===== src/rtl/fv_credit_sender.sv =====
// Transmitter end of a credit-based link. It forwards ready/valid beats with one
// registered cycle of latency and spends one credit per beat. FV_CREDIT_SENDER_ASSERT_EN enables protocol assertions.
module fv_credit_sender #(
  parameter  int MaxCredit    = 4,
  parameter  int DataWidth    = 4,
  parameter  int CreditBypass = 0,
  localparam int CountWidth   = $clog2(MaxCredit + 1)
) (
  input  logic                  clk,
  input  logic                  rst,
  input  logic                  push_valid,
  output logic                  push_ready,
  input  logic [DataWidth-1:0]  push_data,
  input  logic [CountWidth-1:0] credit_initial,
  input  logic                  credit_return,
  output logic                  out_valid,
  output logic [DataWidth-1:0]  out_data,
  output logic [CountWidth-1:0] credit_count,
  output logic                  credit_available
);

  typedef enum logic [1:0] {
    ST_RESET  = 2'd0,
    ST_INIT   = 2'd1,
    ST_ACTIVE = 2'd2
  } state_e;

  localparam logic [CountWidth:0]   MaxWide   = (CountWidth + 1)'(MaxCredit);
  localparam logic [CountWidth-1:0] MaxNarrow = CountWidth'(MaxCredit);

  state_e                state_q, state_d;
  logic [CountWidth-1:0] count_q, count_d;
  logic                  out_valid_q;
  logic [DataWidth-1:0]  out_data_q;
  logic                  hs;
  logic [CountWidth:0]   init_wide;
  logic [CountWidth:0]   sum_wide;

  // push_ready depends only on state, held count and the return pulse, never on push_valid.
  always_comb begin
    push_ready = 1'b0;
    if (state_q == ST_ACTIVE) begin
      push_ready = (count_q != '0) || ((CreditBypass != 0) && credit_return);
    end
  end

  assign hs = push_valid & push_ready;

  // Count arithmetic is one bit wider than the counter so that a return at
  // MaxCredit is detected and saturated rather than wrapped.
  always_comb begin
    state_d   = state_q;
    count_d   = count_q;
    init_wide = '0;
    sum_wide  = '0;
    unique case (state_q)
      ST_RESET: begin
        state_d = ST_INIT;
      end
      ST_INIT: begin
        state_d   = ST_ACTIVE;
        init_wide = ({1'b0, credit_initial} > MaxWide) ? MaxWide : {1'b0, credit_initial};
        sum_wide  = init_wide + (CountWidth + 1)'(credit_return);
        count_d   = (sum_wide > MaxWide) ? MaxNarrow : sum_wide[CountWidth-1:0];
      end
      ST_ACTIVE: begin
        sum_wide = {1'b0, count_q} + (CountWidth + 1)'(credit_return)
                 - (CountWidth + 1)'(hs);
        count_d  = (sum_wide > MaxWide) ? MaxNarrow : sum_wide[CountWidth-1:0];
      end
      default: begin
        state_d = ST_RESET;
      end
    endcase
  end

  // NOTE: state registers use non-blocking assignments so every flop samples
  // pre-edge values regardless of process evaluation order.
  always_ff @(posedge clk or posedge rst) begin
    if (rst) begin
      state_q     <= ST_RESET;
      count_q     <= '0;
      out_valid_q <= 1'b0;
      out_data_q  <= '0;
    end else begin
      state_q     <= state_d;
      count_q     <= count_d;
      out_valid_q <= hs;
      if (hs) begin
        out_data_q <= push_data;
      end
    end
  end

  assign out_valid        = out_valid_q;
  assign out_data         = out_data_q;
  assign credit_count     = count_q;
  assign credit_available = (count_q != '0);

`ifdef FV_CREDIT_SENDER_ASSERT_EN
  a_no_overflow: assert property (@(posedge clk) disable iff (rst)
    (state_q == ST_ACTIVE) |-> (({1'b0, count_q} + (CountWidth + 1)'(credit_return)) <= MaxWide));

  a_init_range: assert property (@(posedge clk) disable iff (rst)
    (state_q == ST_INIT) |-> ({1'b0, credit_initial} <= MaxWide));

  a_valid_hold: assert property (@(posedge clk) disable iff (rst)
    (push_valid && !push_ready) |=> push_valid);

  a_data_hold: assert property (@(posedge clk) disable iff (rst)
    (push_valid && !push_ready) |=> $stable(push_data));

  a_spend_legal: assert property (@(posedge clk) disable iff (rst)
    hs |-> ((count_q != '0) || ((CreditBypass != 0) && credit_return)));

  // Not gated by rst: a return while the link is held in reset is the error itself.
  a_no_return_in_reset: assert property (@(posedge clk)
    (state_q == ST_RESET) |-> !credit_return);
`else
  // Assertions are compiled out; the datapath above is unchanged.
`endif

endmodule


===== config.mk =====
export PLATFORM = sky130hd
export DESIGN_NAME = fv_credit_sender
export DESIGN_NICKNAME = d
export VERILOG_FILES = /design/src/rtl/fv_credit_sender.sv
export SDC_FILE = /design/constraint.sdc
export NUM_CORES = 1
export LEC_CHECK = 0
export CAP_MARGIN = 10
export CORE_UTILIZATION = 44
export DETAILED_ROUTE_END_ITERATION = 10
export PLACE_DENSITY = 0.85
export SLEW_MARGIN = 10
export SYNTH_ARGS = -nofsm -noshare
export SYNTH_HDL_FRONTEND = slang
export SYNTH_SLANG_ARGS = --single-unit

===== constraint.sdc =====
create_clock -name clk -period 3.25 [get_ports clk]
set_clock_uncertainty 0.2 [all_clocks]
set_input_delay 0.325 -clock clk [delete_from_list [all_inputs] [get_ports clk]]
set_output_delay 0.325 -clock clk [all_outputs]
set_load 0.005 [all_outputs]

After elaboration in Yosys (flattened, before gate mapping)
Index checks and enable logic that the tools add are counted.

operators by class
  reductions and logical operators = 3
  mux-type cells = 6
  bitwise logic cells = 1
  equality and inequality tests = 2
  magnitude comparators = 3
  $add $sub $neg = 3

operators with widths
  cell                  count
  $mux W3               3
  $add A3 B1 Y4         2
  $gt A4 B3 Y1 const B  2
  $pmux W2 S3           1
  $pmux W3 S2           1
  $sub A4 B1 Y4         1
  $gt A3 B3 Y1 const B  1
  $reduce_bool A3 Y1    1
  $eq A2 B1 Y1 const B  1
  $eq A2 B2 Y1 const B  1
  $logic_not A2 Y1      1
  $reduce_bool A2 Y1    1
  $and A1 B1 Y1         1
  $mux W1               1

storage, ports and cells
  bits in registers = 10

Longest topological paths before layout
Gate-level depths: netlist (run 1).

  word-level depth = 7
  depth in mapped cells = 14

Worst setup path after synthesis (run 1)
Ideal clock, no wire load.

  kind = reg-to-reg
  start point = reg count_q[0] (netlist: credit_count[0])
  end point = reg count_q[2] (netlist: credit_count[2])
  library setup time = 87 ps
  data arrival time = 2668 ps
  slack = 295 ps
  path buffers = 0
  stages on the path, launching flop included = 14
  clock period less this slack = 2955 ps
  cell sequence = dfrtp_1 or3_4 and2_4 nand2_8 inv_1 ha_1 inv_1 ha_1 inv_1 fa_1 xor2_1 and2_1 a31o_2 a22oi_1

between the ends
  cells in the longest elaborated chain, start to end = 7
  elaborated cells between the ends (all ways) = 8
  classes of those cells = add/sub: 2; order compare: 1; mux: 3; bitwise: 1; reduce/logical: 1

RTL lines
  element                     RTL line  text
  start, declared             32        logic [CountWidth-1:0] count_q, count_d;
  start signal, assigned      87        count_q <= count_d;
  $reduce_bool A3 Y1 (*)      --
  named net credit_available  19        output logic credit_available
  $mux W1 (*)                 42        if (state_q == ST_ACTIVE) begin
  named net push_ready        12        output logic push_ready,
  $and A1 B1 Y1 (*)           47        assign hs = push_valid & push_ready;
  named net hs                35        logic hs;
  $sub A4 B1 Y4 (*)           68        - (CountWidth + 1)'(hs);
  $gt A4 B3 Y1                69        count_d = (sum_wide > MaxWide) ? MaxNarrow : sum_wide[CountWidth-1:0];
  $mux W3 (*)                 69
  $pmux W3 S2 (*)             56        unique case (state_q)

Mark *: on every way through the listed nets, which the timed path passes. The rest lies on a longest branch.
A chain may end at the register's enable or synchronous reset.

Worst setup path in the final report (run 1)
  start point = reg count_q[0] (netlist: credit_count[0])
  end point = reg count_q[2] (netlist: credit_count[2])

between the ends
  cells in the longest elaborated chain, start to end = 7
  elaborated cells between the ends (all ways) = 8
  classes of those cells = add/sub: 2; order compare: 1; mux: 3; bitwise: 1; reduce/logical: 1

RTL lines
  element                 RTL line  text
  $reduce_bool A3 Y1 (*)  43        push_ready = (count_q != '0) || ((CreditBypass != 0) && credit_return);
  $mux W1 (*)             42
  $and A1 B1 Y1 (*)       47
  named net hs            35
  $sub A4 B1 Y4 (*)       68
  $gt A4 B3 Y1            69
  $mux W3 (*)             69
  $pmux W3 S2 (*)         56

Marked as above.

==> results.tsv, run 1 <==
stage	metric	value	unit
placed_design	io_buffers	20	
power_and_ir_drop	pwr_density_cell	679	nW/um^2
floorplan	core.rowCount	13	
route	drt_wl_total	1440	um
sta	tightest_slew	384	ps
clocking	cts_sinks	10	
global_route	grt_max_degree	11	
clocking	htreeDepth	1	
logic_synthesis	synth_area_leader_cell	dfrtp_1	
sta	slew_violations	0	
logic_synthesis	synth_top_area_share	37.0	%
placed_design	gp_congestion	0.839	
global_route	grt_usage	18.8	%
floorplan	ios	21	
route	vias_per_cell	5.18	
sta	fmax	325	MHz
cells_and_area	nets	108	
floorplan	dieWidth	41.2	um
sta	setup_violations	0	
critical_path	end_kind	register	
clocking	cts_hold_buf	0	
logic_synthesis	ys_top_cells_by_area	dfrtp_1 37%, ha_1 17%, mux2_4 8.9%	
power_and_ir_drop	p_leak	0.000453	uW
critical_path	crit_path_frequent_cell	inv_1	
sta	tns	0	ps
sta	min_period	3070	ps
logic_synthesis	synth_edf_count	0	
critical_path	crit_arrival	3060	ps
power_and_ir_drop	ir_drop	0.000403	V
clocking	cts_tree	yes	
placed_design	dp_cells	96	
clocking	clockBufferDepth	2	
critical_path	cpPeakStageDelay	390	ps
route	first_pass_iters	4	
floorplan	dieArea	1700	sq um
route	first_iter_violations	7	
route	drc_errors	0	
global_route	grt_pass1_wl	1920	um
critical_path	cp_top_family	simple AND/OR/NAND/NOR gates	
cells_and_area	drive_gt1_share	20.0	%
sta	relSlewSlack	74.3	%
floorplan	initial_core_util	49.5	%
critical_path	crit_path_top_delay_cell	dfrtp_1	
global_route	grt_overflow	0	
sta	period_share	94.6	%
floorplan	core-area	1370	sq um
clocking	clkTransAtPathRegs	60	ps
logic_synthesis	synthFlopType	dfrtp_1	
critical_path	critPathBufInv	3	
critical_path	worstPathMaxFanout	5	
logic_synthesis	ys_types	24	
min_path	hold_path.class	in -> async	
route	ant_nets	0	
logic_synthesis	synthesis.nets	82	
logic_synthesis	syn_inst	61	
job	cap_viol_max_count	0	
floorplan	die_h	41.2	um
sta	report.final.hold_viol_count	0	
logic_synthesis	ys_ff_latch	10	
critical_path	crit_type	reg -> reg	
status	status	finished clean	
cells_and_area	num-fill-cells	115	
critical_path	crit_chain	or3_4 > and2_4 > nand2_8 > inv_1 > ha_1 > inv_1 > ha_1 > inv_1 > fa_1 > xor2_1 > and2_1 > a31o_2 > a22oi_2	
cells_and_area	fin_util	68.5	%
logic_synthesis	ys_seq_area_share	37.0	%
logic_synthesis	yosys_warnings	0	
global_route	antenna_found_initial	0	
clocking	root_buffer	clkbuf_4	
critical_path	start_kind	register	
sta	rsz0062_at_grt	false	
global_route	grt_pass1_vias	467	
logic_synthesis	syn_area	676	sq um
logic_synthesis	synth-async-reset-ratio	100	%
route	wl_per_cell	14.4	um
placed_design	dp_hpwl	1100	um
cells_and_area	antennaDiodeCount	0	
route	vias	518	
cells_and_area	layout.cells.non_filler	100	
logic_synthesis	synth.avg_cell_area	11.1	sq um
clocking	clkLatencyLatePin	270	ps
critical_path	required	3240	ps
cells_and_area	area_delta_synth_final	38.5	%
clocking	cts_made_buffers	3	
## cell usage after synthesis, drive strengths merged, types with 2 or more instances
master	instances
inv	10
nand2	2
a31oi	2
nor2	3
dfrtp	10
o21ai	3
nor2b	2
xor2	2
ha	9
mux2	6
and2	2
## path summary, 6_finish.rpt
kind / from / to / slack [ps] / depth (start not counted)
hold reg to reg: out_data[3] / out_data[3] / 310 / 1
setup / recovery: credit_count[0] / credit_count[2] / 180 / 13
hold / removal: rst / credit_count[1] / 130 / 2
max in group asynchronous: rst / out_data[0] / 2450 / 2
min in group clk: out_data[3] / out_data[3] / 310 / 1
setup reg to reg: credit_count[0] / credit_count[2] / 180 / 13
## routing by layer
layer	up-vias	GRT usage, %	wire (um)
met4	0	9.68	23
met1	246	20.3	568
met5	-	0	0
met3	2	8.15	85
met2	18	30.9	758
li1	252	-	-
## flip-flops by register name, summed over array words and instances (netlist names)
signal,count
state_q,2
out_valid,1
out_data,4
credit_count,3
## stage by stage
stage               hold slack (ps)  setup slack [ps]  cell area [sq um]  power [uW]
floorplan                     -34.8               295                676         395
global placement                291               217                898         520
detailed placement              303               173                898         534
CTS                             129               160                921         623
global route                    166              8.20                936         689
finish                          130               175                936         635
## repair_timing
item	4_1_cts	5_1_grt
endpoints found under the setup margin	0	1
gates resized for setup	0	2
buffers inserted	0	1
## layout by cell type, fill, tap and decap left out, types with 3 or more instances in the layout
cell | synthesis | final
mux2_4 | 4 | 4
nor2_1 | 3 | 3
dfrtp_1 | 10 | 10
clkbuf_4 | 0 | 3
inv_1 | 10 | 10
ha_1 | 9 | 8
clkdlybuf4s50_1 | 0 | 20
o21ai_0 | 3 | 3
## cell type report
class,count,area (sq um),share of cell area (%)
Sequential cell,10,250,26.7
Multi-Input combinational cell,40,392,41.8
Clock buffer,3,22.5,2.41
Inverter,10,37.5,4.01
Timing Repair Buffer,22,215,23.0
Tap cell,15,18.8,2.01
## cell families after synthesis
group	after synthesis	synth area share (%)
and+or+nand+nor	12	12.8
buffers and inverters	11	6.11
adders and majority gates	10	19.6
DFF	10	37.0
AOI/OAI and AO/OA	9	8.33
muxes	6	12.2
xor gates and xnor gates	3	3.89
## report_power, final
part | switching [uW] | total [uW] | internal (uW)
Clock | 41.1 | 83.9 | 42.8
Sequential | 16.9 | 175 | 158
Combinational | 153 | 376 | 223
No activity file was read; power rests on OpenSTA's default activity.
==> run 2: changes to the inputs <==
--- a/config.mk
+++ b/config.mk
@@ -6,9 +6,10 @@
 export NUM_CORES = 1
 export LEC_CHECK = 0
 export CAP_MARGIN = 10
-export CORE_UTILIZATION = 44
+export CORE_UTILIZATION = 47
+export CTS_BUF_LIST = sky130_fd_sc_hd__clkbuf_2
 export DETAILED_ROUTE_END_ITERATION = 10
-export PLACE_DENSITY = 0.85
+export PLACE_DENSITY = 0.9
 export SLEW_MARGIN = 10
 export SYNTH_ARGS = -nofsm -noshare
 export SYNTH_HDL_FRONTEND = slang
==> results.tsv, run 2 (synthesized netlist as in run 1, its figures left out) <==
stage	metric	value	unit
floorplan	die_h	39.9	um
placed_design	dp_hpwl	1110	um
cells_and_area	antennaDiodeCount	0	
clocking	root_buffer	clkbuf_2	
sta	period_share	95.2	%
cells_and_area	area_delta_synth_final	40.7	%
sta	relSlewSlack	72.8	%
critical_path	end_kind	register	
job	cap_viol_max_count	0	
route	ant_nets	0	
cells_and_area	nets	110	
critical_path	required	3220	ps
power_and_ir_drop	ir_drop	0.000390	V
critical_path	rr_worst_depth	13	
cells_and_area	drive_gt1_share	25.0	%
global_route	met2_usage	35.9	%
global_route	antenna_found_initial	0	
clocking	cts_sinks	10	
route	first_pass_iters	4	
global_route	grt_pass1_wl	2110	um
route	drc_errors	0	
cells_and_area	final_cell_mix	20 x clkdlybuf4s50_1, 9 x inv_1, 9 x dfrtp_1, 8 x ha_1	
cells_and_area	final_common_cell	clkdlybuf4s50_1	
global_route	grt_usage	21.7	%
critical_path	crit_path_top_delay_cell	dfrtp_1	
critical_path	worstReg2RegEnd	credit_count[2]	
floorplan	dieWidth	39.9	um
critical_path	critPathBufInv	3	
sta	tns	0	ps
sta	fmax	323	MHz
sta	worst_slack	155	ps
critical_path	crit_arrival	3070	ps
critical_path	cpPeakStageDelay	390	ps
sta	setup_violations	0	
route	vias_per_cell	5.04	
sta	min_period	3090	ps
floorplan	initial_core_util	51.3	%
power_and_ir_drop	pwr_density_cell	677	nW/um^2
placed_design	gp_congestion	0.737	
route	first_iter_violations	11	
floorplan	dieArea	1590	sq um
floorplan	core-area	1320	sq um
global_route	use_met1	23.8	%
global_route	grt_pass1_vias	494	
route	wl_per_cell	13.5	um
cells_and_area	largest_reg_flops	4	
clocking	cts_made_buffers	3	
critical_path	crit_chain	or3_4 > and2_4 > nand2_8 > inv_1 > ha_1 > inv_2 > ha_2 > inv_1 > fa_1 > xor2_1 > and2_4 > a31o_2 > a22oi_2	
sta	slew_violations	0	
critical_path	worstPathMaxFanout	5	
clocking	clkTransAtPathRegs	110	ps
critical_path	start_kind	register	
route	drt_wl_total	1390	um
global_route	grt.met3_usage	8.52	%
clocking	htreeDepth	1	
floorplan	ios	21	
clocking	cts_tree	yes	
critical_path	crit_type	reg -> reg	
status	status	finished clean	
clocking	clkLatencyLatePin	260	ps
critical_path	cp_top_family	adder cells	
clocking	clockBufferDepth	2	
placed_design	io_buffers	20	
floorplan	core.rowCount	13	
power_and_ir_drop	p_leak	0.000462	uW
placed_design	placed_area	898	sq um
critical_path	r2r_slack	160	ps
global_route	top_usage_layer	met2	
sta	rsz0062_at_grt	false	
global_route	grt_max_degree	11	
placed_design	dp_slack	99.4	ps
sta	report.final.hold_viol_count	0	
global_route	grt_overflow	0	
min_path	hold_path.class	in -> async	
cells_and_area	num-fill-cells	96	
critical_path	r2r_start	credit_count[0]	
sta	tightest_slew	408	ps
route	vias	519	
cells_and_area	postLayoutCellArea	951	sq um
clocking	cts_hold_buf	0	
## run 2: repair_timing
action                                  CTS  global route
gates resized for setup                   0             5
endpoints found under the setup margin    0             2
buffers inserted                          0             3
## run 2: final cells by class
| cell class | instances | area (sq um) | area share [%] |
|---|---|---|---|
| well taps | 15 | 18.8 | 1.97 |
| clock buffers | 3 | 15.0 | 1.58 |
| flip-flops and latches | 10 | 251 | 26.4 |
| multi-input cells | 40 | 394 | 41.4 |
| repair buffers | 24 | 230 | 24.2 |
| inverters | 10 | 37.5 | 3.95 |
| clock inverters | 1 | 3.75 | 0.395 |
## run 2: worst reg2reg max path, stage by stage (launching register included)
cell     delay, ps
dfrtp_1        390
or3_4          380
and2_4         190
nand2_8         90
inv_1           60
ha_1           290
inv_2           70
ha_2           180
inv_1           50
fa_1           370
xor2_1         170
and2_4         170
a31o_2         240
a22oi_2        170
## run 2: metrics by stage
stage               instances  total power [uW]  utilization, %  hold WS, ps
detailed placement         96               537            68.2          298
floorplan                  61               395               -        -34.8
global placement           96               522            68.2          300
global route              103               702            72.2          151
CTS                       100               612            69.6          131
finish                    103               643            72.2          136
## run 2: layer usage
| layer | vias to the layer above | routed length (um) |
|---|---|---|
| met5 | - | 0 |
| met4 | 0 | 20 |
| met3 | 2 | 41 |
| met2 | 13 | 735 |
| met1 | 247 | 594 |
| li1 | 257 | - |
## run 2: how the worst max path moves through the flow
stage	start	end	slack, ps	cells past startpoint
floorplan	credit_count[0]	credit_count[2]	290	13
global placement	credit_count[2]	credit_count[2]	210	13
detailed placement	credit_count[1]	credit_count[2]	100	13
CTS	credit_count[1]	credit_count[2]	50	13
global route	credit_count[0]	credit_count[2]	5	13
finish	credit_count[0]	credit_count[2]	160	13
## run 2: power by group
part / internal, uW / switching (uW)
Clock: 26.7 / 42.5
Sequential: 158 / 16.0
Combinational: 241 / 159
==> run 3: changes to the inputs <==
--- a/config.mk
+++ b/config.mk
@@ -10,7 +10,7 @@
 export CTS_BUF_LIST = sky130_fd_sc_hd__clkbuf_2
 export DETAILED_ROUTE_END_ITERATION = 10
 export PLACE_DENSITY = 0.9
-export SLEW_MARGIN = 10
+export RECOVER_POWER = 50
 export SYNTH_ARGS = -nofsm -noshare
 export SYNTH_HDL_FRONTEND = slang
 export SYNTH_SLANG_ARGS = --single-unit
==> results.tsv, run 3 (synthesized netlist as in run 1, its figures left out) <==
stage	metric	value	unit
cells_and_area	final_common_cell	clkdlybuf4s50_1	
sta	setup_violations	0	
power_and_ir_drop	p_clk_share	10.9	%
cells_and_area	antennaDiodeCount	0	
power_and_ir_drop	seqPwrFrac	27.1	%
global_route	met2_usage	35.9	%
placed_design	dp_hpwl	1110	um
clocking	cts_tree	yes	
route	ant_nets	0	
cells_and_area	drive_gt1_share	23.9	%
clocking	root_buffer	clkbuf_2	
cells_and_area	final_cell_mix	19 x clkdlybuf4s50_1, 9 x inv_1, 9 x dfrtp_1, 8 x ha_1, 4 x mux2_4	
floorplan	initial_core_util	51.3	%
clocking	cts_sinks	10	
global_route	grt_pass1_wl	2110	um
global_route	antenna_found_initial	0	
power_and_ir_drop	switching_share	33.9	%
sta	period_share	95.3	%
critical_path	crit_arrival	3070	ps
placed_design	dp_slack	99.4	ps
cells_and_area	nets	110	
clocking	htreeDepth	1	
sta	min_period	3100	ps
clocking	cts_hold_buf	0	
clocking	clkLatencyLatePin	260	ps
job	cap_viol_max_count	0	
floorplan	core.rowCount	13	
floorplan	die_h	39.9	um
min_path	hold_path.class	in -> async	
sta	report.final.hold_viol_count	0	
global_route	use_met1	23.8	%
critical_path	end_kind	register	
critical_path	cpPeakStageDelay	390	ps
power_and_ir_drop	power.switching	218	uW
global_route	grt.met3_usage	8.52	%
power_and_ir_drop	p_int	425	uW
power_and_ir_drop	p_leak	0.000459	uW
floorplan	core-area	1320	sq um
power_and_ir_drop	ir_drop	0.000392	V
power_and_ir_drop	combPwrFrac	62.0	%
global_route	grt_usage	21.7	%
power_and_ir_drop	pwr_density_cell	679	nW/um^2
critical_path	worstPathMaxFanout	5	
cells_and_area	area_delta_synth_final	40.2	%
critical_path	crit_path_top_delay_cell	dfrtp_1	
clocking	clockBufferDepth	2	
sta	worst_slack	153	ps
floorplan	dieWidth	39.9	um
route	vias_per_cell	4.98	
route	drt_wl_total	1390	um
cells_and_area	largest_reg_flops	4	
clocking	cts_made_buffers	3	
placed_design	io_buffers	20	
sta	fmax	323	MHz
route	first_pass_iters	4	
route	wl_per_cell	13.5	um
placed_design	gp_congestion	0.737	
clocking	clkTransAtPathRegs	110	ps
sta	tns	0	ps
sta	relSlewSlack	72.8	%
sta	tightest_slew	408	ps
sta	slew_violations	0	
sta	rsz0062_at_grt	false	
global_route	grt_overflow	0	
critical_path	required	3220	ps
route	vias	513	
route	first_iter_violations	6	
global_route	grt_max_degree	11	
critical_path	start_kind	register	
floorplan	ios	21	
global_route	top_usage_layer	met2	
critical_path	crit_chain	or3_4 > and2_4 > nand2_8 > inv_1 > ha_1 > inv_2 > ha_2 > inv_1 > fa_1 > xor2_1 > and2_4 > a31o_2 > a22oi_2	
floorplan	dieArea	1590	sq um
status	status	finished clean	
global_route	grt_pass1_vias	494	
critical_path	crit_type	reg -> reg	
route	drc_errors	0	
-- run 3: critical path: cells and delay by family (launching register included) --
kind / cells / cell delay [ps]
compound gates: 2 / 410
xor+xnor: 1 / 170
fa+ha+maj: 3 / 840
buf+inv: 3 / 180
flops: 1 / 390
simple gates: 4 / 830
-- run 3: cell type report --
| class | instances | area, sq um |
|---|---|---|
| clock inverter | 1 | 3.75 |
| timing repair buffer | 24 | 226 |
| tap | 15 | 18.8 |
| clock buffer | 3 | 15.0 |
| inverter | 10 | 37.5 |
| fill | 96 | 370 |
| multi-input combinational | 40 | 394 |
| sequential | 10 | 251 |
-- run 3: worst paths after layout --
path                                 start              end  slack (ps)  depth (start not counted)
hold reg to reg                out_data[1]      out_data[1]         320                          1
setup reg to reg           credit_count[0]  credit_count[2]         150                         13
min in group clk               out_data[1]      out_data[1]         320                          1
setup / recovery           credit_count[0]  credit_count[2]         150                         13
max in group asynchronous              rst  credit_count[1]        2250                          2
hold / removal                         rst      out_data[0]         270                          2
-- run 3: power by group through the flow --
stage / Clock [uW] / Sequential, uW / Combinational, uW
finish: 70.0 / 174 / 399
global route: 80.4 / 179 / 442
CTS: 73.2 / 182 / 357
detailed placement: 0 / 184 / 353
global placement: 0 / 182 / 340
floorplan: 0 / 184 / 211
-- run 3: metrics by stage --
stage | cells | total power (uW) | hold WS (ps) | cell area (sq um) | util (%)
6_report | 103 | 643 | 269 | 947 | 71.9
5_1_grt | 103 | 701 | 286 | 947 | 71.9
4_1_cts | 100 | 612 | 131 | 917 | 69.6
3_5_place_dp | 96 | 537 | 298 | 898 | 68.2
3_3_place_gp | 96 | 522 | 300 | 898 | 68.2
2_1_floorplan | 61 | 395 | -34.8 | 676 | -
-- run 3: per-layer routing --
layer / up-vias / share of wire [%]
met1: 243 / 42
met4: 0 / 2.1
met2: 10 / 53
li1: 256 / -
met5: - / 0
met3: 4 / 3.5
-- run 3: what timing repair did --
| action | 4_1_cts | 5_1_grt |
|---|---|---|
| endpoints found under the setup margin | 0 | 2 |
| gates resized for setup | 0 | 5 |
| buffers inserted | 0 | 3 |
